[config.mk]
export PLATFORM = sky130hd
export DESIGN_NAME = clk_bringup_ctrl
export DESIGN_NICKNAME = d
export VERILOG_FILES = /design/src/rtl/clk_bringup_pkg.sv /design/src/rtl/sync_2ff.sv /design/src/rtl/clk_bringup_ctrl.sv
export SDC_FILE = /design/constraint.sdc
export NUM_CORES = 1
export LEC_CHECK = 0
export ABC_AREA = 1
export ABC_CLOCK_PERIOD_IN_PS = 1840
export CAP_MARGIN = 20
export CELL_PAD_IN_SITES_DETAIL_PLACEMENT = 1
export CELL_PAD_IN_SITES_GLOBAL_PLACEMENT = 1
export CORE_MARGIN = 8
export CORE_UTILIZATION = 35
export CTS_CLUSTER_SIZE = 8
export DETAILED_ROUTE_END_ITERATION = 8
export PLACE_DENSITY_LB_ADDON = 0.08
export SLEW_MARGIN = 20
export SYNTH_ARGS = -nofsm -noshare
export SYNTH_HDL_FRONTEND = slang
export SYNTH_SLANG_ARGS = --single-unit
export TNS_END_PERCENT = 5
[constraint.sdc]
create_clock -name clk_200MHz -period 1.84 [get_ports clk_200MHz]
set_input_delay 0.368 -clock clk_200MHz [delete_from_list [all_inputs] [get_ports clk_200MHz]]
set_output_delay 0.368 -clock clk_200MHz [all_outputs]
set_load 0.02 [all_outputs]
[src/rtl/clk_bringup_pkg.sv]
// Shared state encoding and default timing constants for the clock bring-up sequencer.
package clk_bringup_pkg;

  typedef enum logic [2:0] {
    ST_RESET_MMCM = 3'd0,
    ST_WAIT_LOCK  = 3'd1,
    ST_STABLE     = 3'd2,
    ST_RUN        = 3'd3,
    ST_FAIL       = 3'd4
  } state_e;

  localparam int DEF_MMCM_RST_CYCLES     = 16;
  localparam int DEF_LOCK_TIMEOUT_CYCLES = 200000;
  localparam int DEF_LOCK_STABLE_CYCLES  = 2048;
  localparam int DEF_MAX_RETRIES         = 3;
  localparam int DEF_CNT_W               = 20;

  // Bits needed for a counter that reaches (largest cycle parameter - 1).
  function automatic int cnt_width(input int rst_cycles, input int timeout_cycles,
                                   input int stable_cycles);
    int m;
    m = rst_cycles;
    if (timeout_cycles > m) m = timeout_cycles;
    if (stable_cycles > m) m = stable_cycles;
    return (m <= 2) ? 1 : $clog2(m);
  endfunction

endpackage

[src/rtl/sync_2ff.sv]
// Two-stage single-bit synchroniser, both stages clear to 0 on reset.
module sync_2ff (
  input  logic clk_i,
  input  logic rst_i,
  input  logic d_i,
  output logic q_o
);

  logic [1:0] sync_q;

  always_ff @(posedge clk_i or posedge rst_i) begin
    if (rst_i) begin
      sync_q <= 2'b00;
    end else begin
      sync_q <= {sync_q[0], d_i};
    end
  end

  assign q_o = sync_q[1];

endmodule

[src/rtl/clk_bringup_ctrl.sv]
// Clock-path bring-up sequencer: MMCM reset, lock wait, lock qualification, output enable,
// and bounded retry / lock-loss recovery. Runs on the free-running input clock.
module clk_bringup_ctrl
  import clk_bringup_pkg::*;
#(
  parameter int MMCM_RST_CYCLES     = DEF_MMCM_RST_CYCLES,
  parameter int LOCK_TIMEOUT_CYCLES = DEF_LOCK_TIMEOUT_CYCLES,
  parameter int LOCK_STABLE_CYCLES  = DEF_LOCK_STABLE_CYCLES,
  parameter int MAX_RETRIES         = DEF_MAX_RETRIES,
  parameter int CNT_W               = DEF_CNT_W
) (
  input  logic       clk_200MHz,
  input  logic       rst,
  input  logic       mmcm_locked,
  input  logic       restart,
  output logic       mmcm_reset,
  output logic       out_en,
  output logic       downstream_rst,
  output logic       clk_ok,
  output logic       fail,
  output logic [2:0] state_o,
  output logic [7:0] lock_loss_cnt
);

  localparam int RETRY_W = (MAX_RETRIES < 1) ? 1 : $clog2(MAX_RETRIES + 1);
  localparam logic [CNT_W-1:0]   RST_LAST     = CNT_W'(MMCM_RST_CYCLES - 1);
  localparam logic [CNT_W-1:0]   TIMEOUT_LAST = CNT_W'(LOCK_TIMEOUT_CYCLES - 1);
  localparam logic [CNT_W-1:0]   STABLE_LAST  = CNT_W'(LOCK_STABLE_CYCLES - 1);
  localparam logic [RETRY_W-1:0] RETRY_MAX    = RETRY_W'(MAX_RETRIES);

  state_e               state_q, state_d;
  logic [CNT_W-1:0]     cnt_q, cnt_d;
  logic [RETRY_W-1:0]   retry_q, retry_d;
  logic [7:0]           llc_q, llc_d;
  logic                 lock_s;
  logic                 mmcm_reset_q, out_en_q, downstream_rst_q, clk_ok_q, fail_q;

  sync_2ff u_lock_sync (
    .clk_i (clk_200MHz),
    .rst_i (rst),
    .d_i   (mmcm_locked),
    .q_o   (lock_s)
  );

  always_comb begin
    state_d = state_q;
    cnt_d   = cnt_q + 1'b1;
    retry_d = retry_q;
    llc_d   = llc_q;
    case (state_q)
      ST_RESET_MMCM: begin
        if (cnt_q == RST_LAST) begin
          state_d = ST_WAIT_LOCK;
          cnt_d   = '0;
        end
      end
      ST_WAIT_LOCK: begin
        if (lock_s) begin
          state_d = ST_STABLE;
          cnt_d   = '0;
        end else if (cnt_q == TIMEOUT_LAST) begin
          cnt_d = '0;
          if (retry_q < RETRY_MAX) begin
            retry_d = retry_q + 1'b1;
            state_d = ST_RESET_MMCM;
          end else begin
            state_d = ST_FAIL;
          end
        end
      end
      ST_STABLE: begin
        // Any dropout restarts qualification without consuming a retry.
        if (!lock_s) begin
          state_d = ST_WAIT_LOCK;
          cnt_d   = '0;
        end else if (cnt_q == STABLE_LAST) begin
          state_d = ST_RUN;
          cnt_d   = '0;
          retry_d = '0;
        end
      end
      ST_RUN: begin
        cnt_d = '0;
        if (!lock_s) begin
          state_d = ST_RESET_MMCM;
          retry_d = '0;
          if (llc_q != 8'hFF) llc_d = llc_q + 8'd1;
        end
      end
      ST_FAIL: begin
        cnt_d = '0;
      end
      default: begin
        state_d = ST_RESET_MMCM;
        cnt_d   = '0;
      end
    endcase
    if (restart) begin
      state_d = ST_RESET_MMCM;
      cnt_d   = '0;
      retry_d = '0;
      llc_d   = llc_q;
    end
  end

  // Outputs are decoded from the next state so they move on the same edge as state_q.
  always_ff @(posedge clk_200MHz or posedge rst) begin
    if (rst) begin
      state_q          <= ST_RESET_MMCM;
      cnt_q            <= '0;
      retry_q          <= '0;
      llc_q            <= '0;
      mmcm_reset_q     <= 1'b1;
      out_en_q         <= 1'b0;
      downstream_rst_q <= 1'b1;
      clk_ok_q         <= 1'b0;
      fail_q           <= 1'b0;
    end else begin
      state_q          <= state_d;
      cnt_q            <= cnt_d;
      retry_q          <= retry_d;
      llc_q            <= llc_d;
      mmcm_reset_q     <= (state_d == ST_RESET_MMCM) || (state_d == ST_FAIL);
      out_en_q         <= (state_d == ST_RUN);
      downstream_rst_q <= (state_d != ST_RUN);
      clk_ok_q         <= (state_d == ST_RUN);
      fail_q           <= (state_d == ST_FAIL);
    end
  end

  assign mmcm_reset     = mmcm_reset_q;
  assign out_en         = out_en_q;
  assign downstream_rst = downstream_rst_q;
  assign clk_ok         = clk_ok_q;
  assign fail           = fail_q;
  assign state_o        = state_q;
  assign lock_loss_cnt  = llc_q;

endmodule

### Word level (Yosys, flattened, before mapping)

Index checks and enable logic that the tools add are counted.

| word-level totals | value |
|---|---|
| bits of input ports | 4 |
| bits in registers | 39 |
| output and inout port bits | 16 |

| operators by class | value |
|---|---|
| bitwise operators | 2 |
| $lt $le $gt $ge | 1 |
| reduce and logical (&&, ||, !) cells | 6 |
| mux-type cells | 24 |
| $add $sub $neg | 3 |
| equal/unequal tests | 17 |

Operator list:

| operator | number |
|---|---|
| 2-to-1 mux 20 bit | 6 |
| case mux 20 bit (3 select lines) | 1 |
| 2-to-1 mux 3 bit | 8 |
| adder 20 x 1 -> 20 bit, second input constant | 1 |
| == test 20 x 11 -> 1 bit, second input constant | 1 |
| == test 20 x 18 -> 1 bit, second input constant | 1 |
| == test 20 x 4 -> 1 bit, second input constant | 1 |
| inequality test 3 bit, second input constant | 5 |
| case mux 3 bit (5 select lines) | 1 |
| 2-to-1 mux 2 bit | 7 |
| == test 3 x 2 -> 1 bit, second input constant | 3 |
| adder 8 x 1 -> 8 bit, second input constant | 1 |
| inequality test 8 bit, second input constant | 1 |
| AND reduction 7 bit | 1 |
| == test 3 bit, second input constant | 2 |
| logical NOT 3 bit | 2 |
| inequality test 3 x 2 -> 1 bit, second input constant | 2 |
| case mux 2 bit (3 select lines) | 1 |
| AND reduction 4 bit | 1 |
| nonzero test 4 bit | 1 |
| == test 3 x 1 -> 1 bit, second input constant | 1 |
| adder 2 x 1 -> 2 bit, second input constant | 1 |
| less-than comparator 2 bit, second input constant | 1 |
| NOT 1 bit | 2 |
| logical OR 1 bit | 1 |

### Depth between registers and ports, before layout

Gate-level depths: netlist of the first run.

| logic depth | value |
|---|---|
| depth after elaboration | 8 |
| gate-level depth with buffers | 12 |
| mapped depth without buffers | 11 |

### By module

From an unflattened synthesis of the first run, not the netlist that was laid out.

| second synthesis, totals | value |
|---|---|
| cells, all modules | 270 |
| area, all modules | 2,124.5 um2 |

By module, submodules not included:

| module | cells each | area an instance (um2) | times used | sequential area each (um2) |
|---|---|---|---|---|
| clk_bringup_ctrl | 267 | 2,070.7 | 1 | 928.4 |
| sync_2ff | 3 | 53.8 | 1 | 50.0 |

### Least setup slack after synthesis of the first run

OpenSTA, ideal clock, no wires.

| timing path | value |
|---|---|
| kind | register to register |
| from | register llc_q[0], in the netlist lock_loss_cnt[0] |
| to | register llc_q[3], in the netlist lock_loss_cnt[3] |
| buffers on the path | 0 |
| slack | 0.164 ns |
| cell stages (with the launch flop) | 9 |
| data arrival time | 1.558 ns |
| cell sequence | dfrtp_1 -> ha_1 -> inv_1 -> nor4_1 -> nand3_1 -> nand2_2 -> inv_2 -> nand3b_1 -> nand2_1 |

| between the ends | value |
|---|---|
| word-level cells in the longest chain between the ends | 2 |
| elaborated cells on any way between the ends | 3 |

Ends and longest elaborated chain:

| element | line | text |
|---|---|---|
| start, declared | clk_bringup_ctrl.sv:34 | `logic [7:0] llc_q, llc_d;` |
| start signal, assigned | clk_bringup_ctrl.sv:122 | `llc_q <= llc_d;` |
| branches (longest 2 deep; another with adder 8 x 1 -> 8 bit) | -- |  |

Several ways; the timed one is not identified.
A chain may end at the register's enable or synchronous reset.

### Worst setup path after layout of the first run

| timing path | value |
|---|---|
| from | register downstream_rst_q, in the netlist downstream_rst |
| to | output port downstream_rst |

RTL lines:

| element | line | text |
|---|---|---|
| start, declared | clk_bringup_ctrl.sv:36 | `logic mmcm_reset_q, out_en_q, downstream_rst_q, clk_ok_q, fail_q;` |
| start signal, assigned | clk_bringup_ctrl.sv:125 | `downstream_rst_q <= (state_d != ST_RUN);` |
| end, declared | clk_bringup_ctrl.sv:18 | `output logic downstream_rst,` |

No word-level cell between the ends.

==> out/results.ini, run 1 <==
[timing]
relSlewSlack = 0.751
clock_skew_ps = 8.31
rsz0062_at_grt = false
setup_viol = 0
finalSetupTns_ps = 0
maxSlewViolCount = 0
post-route-period-util = 0.968
worst_pin_slew_ps = 371
max_freq_mhz = 561
post-route-min-period_ps = 1780
hold_viol_final = 0

[setup_path]
cp_max_fo = 1
slowest_stage = clkdlybuf4s50_1
cp_top_family = buffers and inverters
slowest_delay_ps = 600
path_class = flip-flop to output pin
endpoint_kind = output pin
path_buf_inv = 1
critPathLaunchType = flip-flop
r2r_cells = 9
regToRegStartpoint = state_o[2]$_DFF_PP0_
cp.required_ps = 1470
r2r-end = retry_q[1]$_DFFE_PP0P_
arrival_ps = 1410
r2r_slack_ps = 150
crit_chain = clkdlybuf4s50_1

[yosys]
synth-adder-area-share = 0.0166
synthMuxAreaShare = 0
ys_warn_count = 0
syn_nets = 302
syn-mean-instance-area_um2 = 7.67
netlist_area_um2 = 2260
yosys-top-cells-area = dfrtp_1 41%, nand2_1 9.6%, nand3_1 7.3%, nor2_1 7.3%, inv_1 6.3%
ys_types = 29
synth_top_area_share = 0.409
synth-simple-area-share = 0.365
yosysSeqAreaShare = 0.432
netlist_instances = 295
synth_compound_area_frac = 0.0332
synth-seq-cells = 39
yosysTopAreaCell = dfrtp_1
synth-xor-area-share = 0.0697
synth_top_family_by_area = simple AND/OR/NAND/NOR gates

[floorplanning]
start_util = 0.359
pin_count = 20
die_h_um = 96.4
dieArea_um2 = 9300
core_um2 = 6310
placementRows = 29
die_x_um = 96.4

[drt]
remaining_drc_errors = 0
avgViaCountPerCell = 4.81
wire_per_inst_um = 14.4
postRouteAntennaNets = 0
dr.pass1.iters = 4
wirelength_um = 5850
vias = 1959
drtIter0Drc = 50

[power]
p_per_area_nw_per_um2 = 620
p_leak_uw = 0.00130
power_uw = 1710
peakVddDrop_mv = 0.502

[hold_path]
min_path_cells = 0
hp-start = u_lock_sync.sync_q[0]$_DFF_PP0_
min_path_type = flip-flop to flip-flop
holdPathEnd = u_lock_sync.sync_q[1]$_DFF_PP0_

[clocking]
cts_buffer_depth = 2
htreeDepth = 2
hold_buffers = 0
cts_buffers = 5
root_buffer = clkbuf_8
clock_sinks = 39
clkTransAtPathRegs_ps = 80
cts_tree = built
clock_latency_ps = 300

[final_layout]
final_common_cell = nand2_1
areaGrowthSynthToFinish_pct = 22.2
layout_common_cells = 58 x nand2_1, 44 x nor2_1, 38 x inv_1
final_area_um2 = 2770
drive_gt1_frac = 0.158
final_nets = 336
final_core_util = 0.438
fin_cells = 407
diodes = 0

[global_routing]
grt_util_met2 = 0.241
grt.overflow.total = 0
busiest_layer = met2
met1_usage = 0.175
grt_max_degree = 40
grt_util_all_layers = 0.140
first_global_vias = 2140
antenna_found_initial = 0
grt_pass1_wl_um = 10100
use_met3 = 0.0247

[place]
placed_area_um2 = 2630
placed_cells_incl_taps = 399
io_buffers = 19
gp_congestion = 0.779
hpwl_um = 4430

[run]
cap_violations = 0

[outcome]
status = finished clean

Yosys cell counts (all sizes together):
library cell   n
nand3         36
nor3           8
nor2          56
buf            2
nand4          7
inv           42
dfrtp         37
nor3b          1
a21oi          2
nand2         66
ha             3
o31ai          1
nor4           1
nand3b         1
clkbuf         1
xor2          13
dfstp          2
o21ai         10
xnor2          5
o211ai         1
what timing repair did:
action	in CTS	in global routing
setup buffers	0	0
gates resized for setup	0	6
endpoints found under the setup margin	0	22
stage by stage:
stage               hold slack (ps)  worst slack [ps]
CTS                             395              34.3
global route                    395             0.683
floorplan                       331               164
global placement                335             -16.3
finish                          387              58.2
detailed placement              374             -36.3
power by group:
group | switching, µW | leakage [µW] | internal, µW
Combinational | 55.9 | 0.000723 | 33.7
Clock | 339 | 0.0000581 | 404
Sequential | 11.9 | 0.000523 | 869
Total | 407 | 0.00130 | 1310
final cells by class:
type | count | area, µm²
Clock buffer | 5 | 68.8
Timing Repair Buffer | 30 | 300
Multi-Input combinational cell | 211 | 1120
Clock inverter | 3 | 43.8
Tap cell | 77 | 96.3
Inverter | 42 | 158
Sequential cell | 39 | 980
Fill cell | 776 | 3550
sequential cells by signal, summed over array words and instances (netlist names):
signal / count
state_o: 3
downstream_rst: 1
u_lock_sync.sync_q: 2
mmcm_reset: 1
clk_ok: 1
lock_loss_cnt: 8
fail: 1
retry_q: 2
cnt_q: 20
layer usage:
layer,up-vias,part of all wire,routed length (µm)
met1,940,0.48,2830
met4,0,0.0080,47
met3,5,0.018,108
met2,16,0.49,2870
met5,-,0,0
li1,998,-,-
how the worst max path moves through the flow:
| stage | startpoint | end | slack, ps | depth (start not counted) |
|---|---|---|---|---|
| finish | downstream_rst$_DFF_PP1_ | downstream_rst | 60 | 1 |
| global route | state_o[2]$_DFF_PP0_ | retry_q[0]$_DFFE_PP0P_ | 0.7 | 9 |
| CTS | downstream_rst$_DFF_PP1_ | downstream_rst | 30 | 1 |
| detailed placement | restart | lock_loss_cnt[6]$_DFFE_PP0P_ | -40 | 7 |
| global placement | restart | lock_loss_cnt[6]$_DFFE_PP0P_ | -20 | 7 |
| floorplan | lock_loss_cnt[0]$_DFFE_PP0P_ | lock_loss_cnt[3]$_DFFE_PP0P_ | 160 | 8 |
cell families (layout without fill, tap and decap cells):
group | Yosys count | in the layout
adders and majority gates | 3 | 3
AOI/OAI and AO/OA | 14 | 14
buffers and inverters | 45 | 80
xor gates and xnor gates | 18 | 18
DFF | 39 | 39
and+or+nand+nor | 176 | 176
Note: power is estimated with default switching activity, not from simulation.
==> run 2, diff against run 1 <==
--- a/config.mk
+++ b/config.mk
@@ -7,7 +7,6 @@
 export LEC_CHECK = 0
 export ABC_AREA = 1
 export ABC_CLOCK_PERIOD_IN_PS = 1840
-export CAP_MARGIN = 20
 export CELL_PAD_IN_SITES_DETAIL_PLACEMENT = 1
 export CELL_PAD_IN_SITES_GLOBAL_PLACEMENT = 1
 export CORE_MARGIN = 8
==> results of run 2 <==
The final DEF is identical to that of run 1; final timing and power are the same.
==> run 3, diff against run 2 <==
--- a/config.mk
+++ b/config.mk
@@ -10,10 +10,10 @@
 export CELL_PAD_IN_SITES_DETAIL_PLACEMENT = 1
 export CELL_PAD_IN_SITES_GLOBAL_PLACEMENT = 1
 export CORE_MARGIN = 8
-export CORE_UTILIZATION = 35
+export CORE_UTILIZATION = 42
 export CTS_CLUSTER_SIZE = 8
 export DETAILED_ROUTE_END_ITERATION = 8
-export PLACE_DENSITY_LB_ADDON = 0.08
+export PLACE_DENSITY_LB_ADDON = 0.3
 export SLEW_MARGIN = 20
 export SYNTH_ARGS = -nofsm -noshare
 export SYNTH_HDL_FRONTEND = slang
==> run 3 against run 2 <==
Against the previous run:
- clock-buffer cell count grew 1
- sequential share of layout area decreased by 0.46 points
- first-iteration DRC count is 70% higher
- cell count decreased by 1.5%
- sequential power is essentially flat
- non-clock buffer count up 1
- fmax is 0.60% lower
- worst setup slack got worse by 11 ps
- power rose by 6.7%
- via count up 6.8%
- combinational power is 5.0% higher
- die area decreased by 14%
- critical endpoint unchanged
- largest cell class unchanged
- largest power group unchanged
- highest routed layer unchanged
==> out/results.ini, run 3 (synthesized netlist as in run 1, its figures left out) <==
[setup_path]
crit_cells = 1  ; unchanged
critPathLaunchType = flip-flop  ; unchanged
path_buf_inv = 1  ; unchanged
r2r_cells = 10  ; was 9
crit_chain = clkdlybuf4s50_1  ; unchanged
slowest_stage = clkdlybuf4s50_1  ; unchanged
path_class = flip-flop to output pin  ; unchanged
cp_max_fo = 1  ; unchanged
arrival_ps = 1420  ; was 1410 ps
endpoint_kind = output pin  ; unchanged
slowest_delay_ps = 610  ; was 600 ps
cp_top_family = buffers and inverters  ; unchanged
cp.required_ps = 1470  ; about the same

[outcome]
status = finished clean  ; unchanged

[clocking]
cts_buffer_depth = 2  ; unchanged
htreeDepth = 2  ; unchanged
clkTransAtPathRegs_ps = 80  ; about the same
cts_tree = built  ; unchanged
clock_latency_ps = 290  ; was 300 ps
clock_sinks = 39  ; unchanged
root_buffer = clkbuf_8  ; unchanged
cts_buffers = 5  ; unchanged

[final_layout]
drive_gt1_frac = 0.172  ; was 0.158
layout_common_cells = 58 x nand2_1, 39 x nor2_1, 38 x inv_1  ; was 58 x nand2_1, 44 x nor2_1, 38 x inv_1
largest_reg_flops = 20  ; unchanged
final_core_util = 0.544  ; was 0.438
diodes = 0  ; unchanged
final_common_cell = nand2_1  ; unchanged
fin_cells = 401  ; was 407
top_register = cnt_q  ; unchanged
num-fill-cells = 688  ; was 776
final_nets = 337  ; was 336
areaGrowthSynthToFinish_pct = 23.6  ; was 22.2%

[floorplanning]
die_h_um = 89.4  ; was 96.4 µm
dieArea_um2 = 7990  ; was 9300 µm²
pin_count = 20  ; unchanged
die_x_um = 89.4  ; was 96.4 µm
core_um2 = 5140  ; was 6310 µm²
placementRows = 26  ; was 29
start_util = 0.440  ; was 0.359

[place]
gp_congestion = 0.816  ; was 0.779
dpl_worst_slack_ps = -36.1  ; was -36.3 ps
io_buffers = 19  ; unchanged
hpwl_um = 4650  ; was 4430 µm
placed_cells_incl_taps = 391  ; was 399

[timing]
clock_skew_ps = 8.53  ; was 8.31 ps
worst_pin_slew_ps = 464  ; was 371 ps
hold_viol_final = 0  ; unchanged
max_freq_mhz = 558  ; was 561 MHz
relSlewSlack = 0.688  ; was 0.751
rsz0062_at_grt = true  ; was false
setup_viol = 0  ; unchanged
finalSetupTns_ps = 0  ; unchanged
maxSlewViolCount = 0  ; unchanged
post-route-period-util = 0.974  ; was 0.968
worst_slack_ps = 47.5  ; was 58.2 ps
post-route-min-period_ps = 1790  ; was 1780 ps

[power]
seq_power_share = 0.482  ; was 0.514
pwr-share-clk = 0.466  ; was 0.434
peakVddDrop_mv = 0.337  ; was 0.502 mV
p_switching_uw = 383  ; was 407 µW
p_comb_frac = 0.051  ; was 0.052
p_per_area_nw_per_um2 = 654  ; was 620 nW/µm²
swShare = 0.209  ; was 0.237
p_leak_uw = 0.00132  ; was 0.00130 µW
power_uw = 1830  ; was 1710 µW
internal_power_uw = 1450  ; was 1310 µW

[global_routing]
grt_util_all_layers = 0.174  ; was 0.140
first_global_vias = 2215  ; was 2140
grt_pass1_wl_um = 10500  ; was 10100 µm
antenna_found_initial = 0  ; unchanged
grt.overflow.total = 0  ; unchanged
grt_max_degree = 40  ; unchanged

[hold_path]
min_path_type = flip-flop to flip-flop  ; unchanged
min_path_cells = 0  ; unchanged

[drt]
remaining_drc_errors = 0  ; unchanged
wirelength_um = 6510  ; was 5850 µm
avgViaCountPerCell = 5.22  ; was 4.81
postRouteAntennaNets = 0  ; unchanged
dr.pass1.iters = 4  ; unchanged
wire_per_inst_um = 16.2  ; was 14.4 µm
vias = 2092  ; was 1959
drtIter0Drc = 85  ; was 50

[run]
cap_violations = 0  ; unchanged

## run 3: routing by layer
| layer | vias to the layer above | share of wire | GRT usage |
|---|---|---|---|
| met3 | 13 | 0.037 | 0.0294 |
| met1 | 1024 | 0.42 | 0.196 |
| met2 | 52 | 0.53 | 0.311 |
| met5 | - | 0 | 0 |
| li1 | 1003 | - | - |
| met4 | 0 | 0.018 | 0.0785 |
## run 3: worst paths after layout
kind / startpoint / slack, ps / to
hold / removal: u_lock_sync.sync_q[0]$_DFF_PP0_ / 380 / u_lock_sync.sync_q[1]$_DFF_PP0_
min in group asynchronous: rst / 420 / cnt_q[2]$_DFF_PP0_
setup reg to reg: cnt_q[0]$_DFF_PP0_ / 80 / cnt_q[0]$_DFF_PP0_
max in group asynchronous: rst / 1160 / mmcm_reset$_DFF_PP1_
setup / recovery: downstream_rst$_DFF_PP1_ / 50 / downstream_rst
hold reg to reg: u_lock_sync.sync_q[0]$_DFF_PP0_ / 380 / u_lock_sync.sync_q[1]$_DFF_PP0_
## run 3: final cells by class
type,count,area (µm²),share of cell area
inverter,42,158,0.0564
clock buffer,6,72.6,0.0259
sequential,39,978,0.350
multi-input combinational,211,1150,0.410
clock inverter,2,60.1,0.0215
tap,70,87.6,0.0313
timing repair buffer,31,295,0.106
## run 3: power by group through the flow
| stage | combinational (µW) | sequential (µW) | clock (µW) |
|---|---|---|---|
| 3_3_place_gp | 83.6 | 897 | 0 |
| 4_1_cts | 93.4 | 882 | 873 |
| 6_report | 94.1 | 883 | 853 |
| 3_5_place_dp | 89.3 | 898 | 0 |
| 2_1_floorplan | 57.4 | 894 | 0 |
| 5_1_grt | 107 | 884 | 895 |
## run 3: per-stage QoR
step / hold WS (ps) / cell area, µm²
6_report: 384 / 2800
5_1_grt: 399 / 2800
4_1_cts: 380 / 2740
3_5_place_dp: 361 / 2600
3_3_place_gp: 336 / 2600
2_1_floorplan: 331 / 2260
## run 3: what timing repair did
action,4_1_cts,5_1_grt
gates cloned,0,0
hold buffers,0,0
pin swaps,0,2
setup buffers,0,2
gates resized for setup,2,11
hold endpoints to repair,0,0
endpoints found under the setup margin,16,27
## run 3: worst reg2reg max path: stages (launching register included)
cell     delay [ps]
dfrtp_1         400
ha_2            230
nand3_2         160
nor2_4          180
nand3_2         100
nand2_2          80
inv_2            50
nand2_2          80
nand3_4         120
nand2_8         180
nor2_1           70
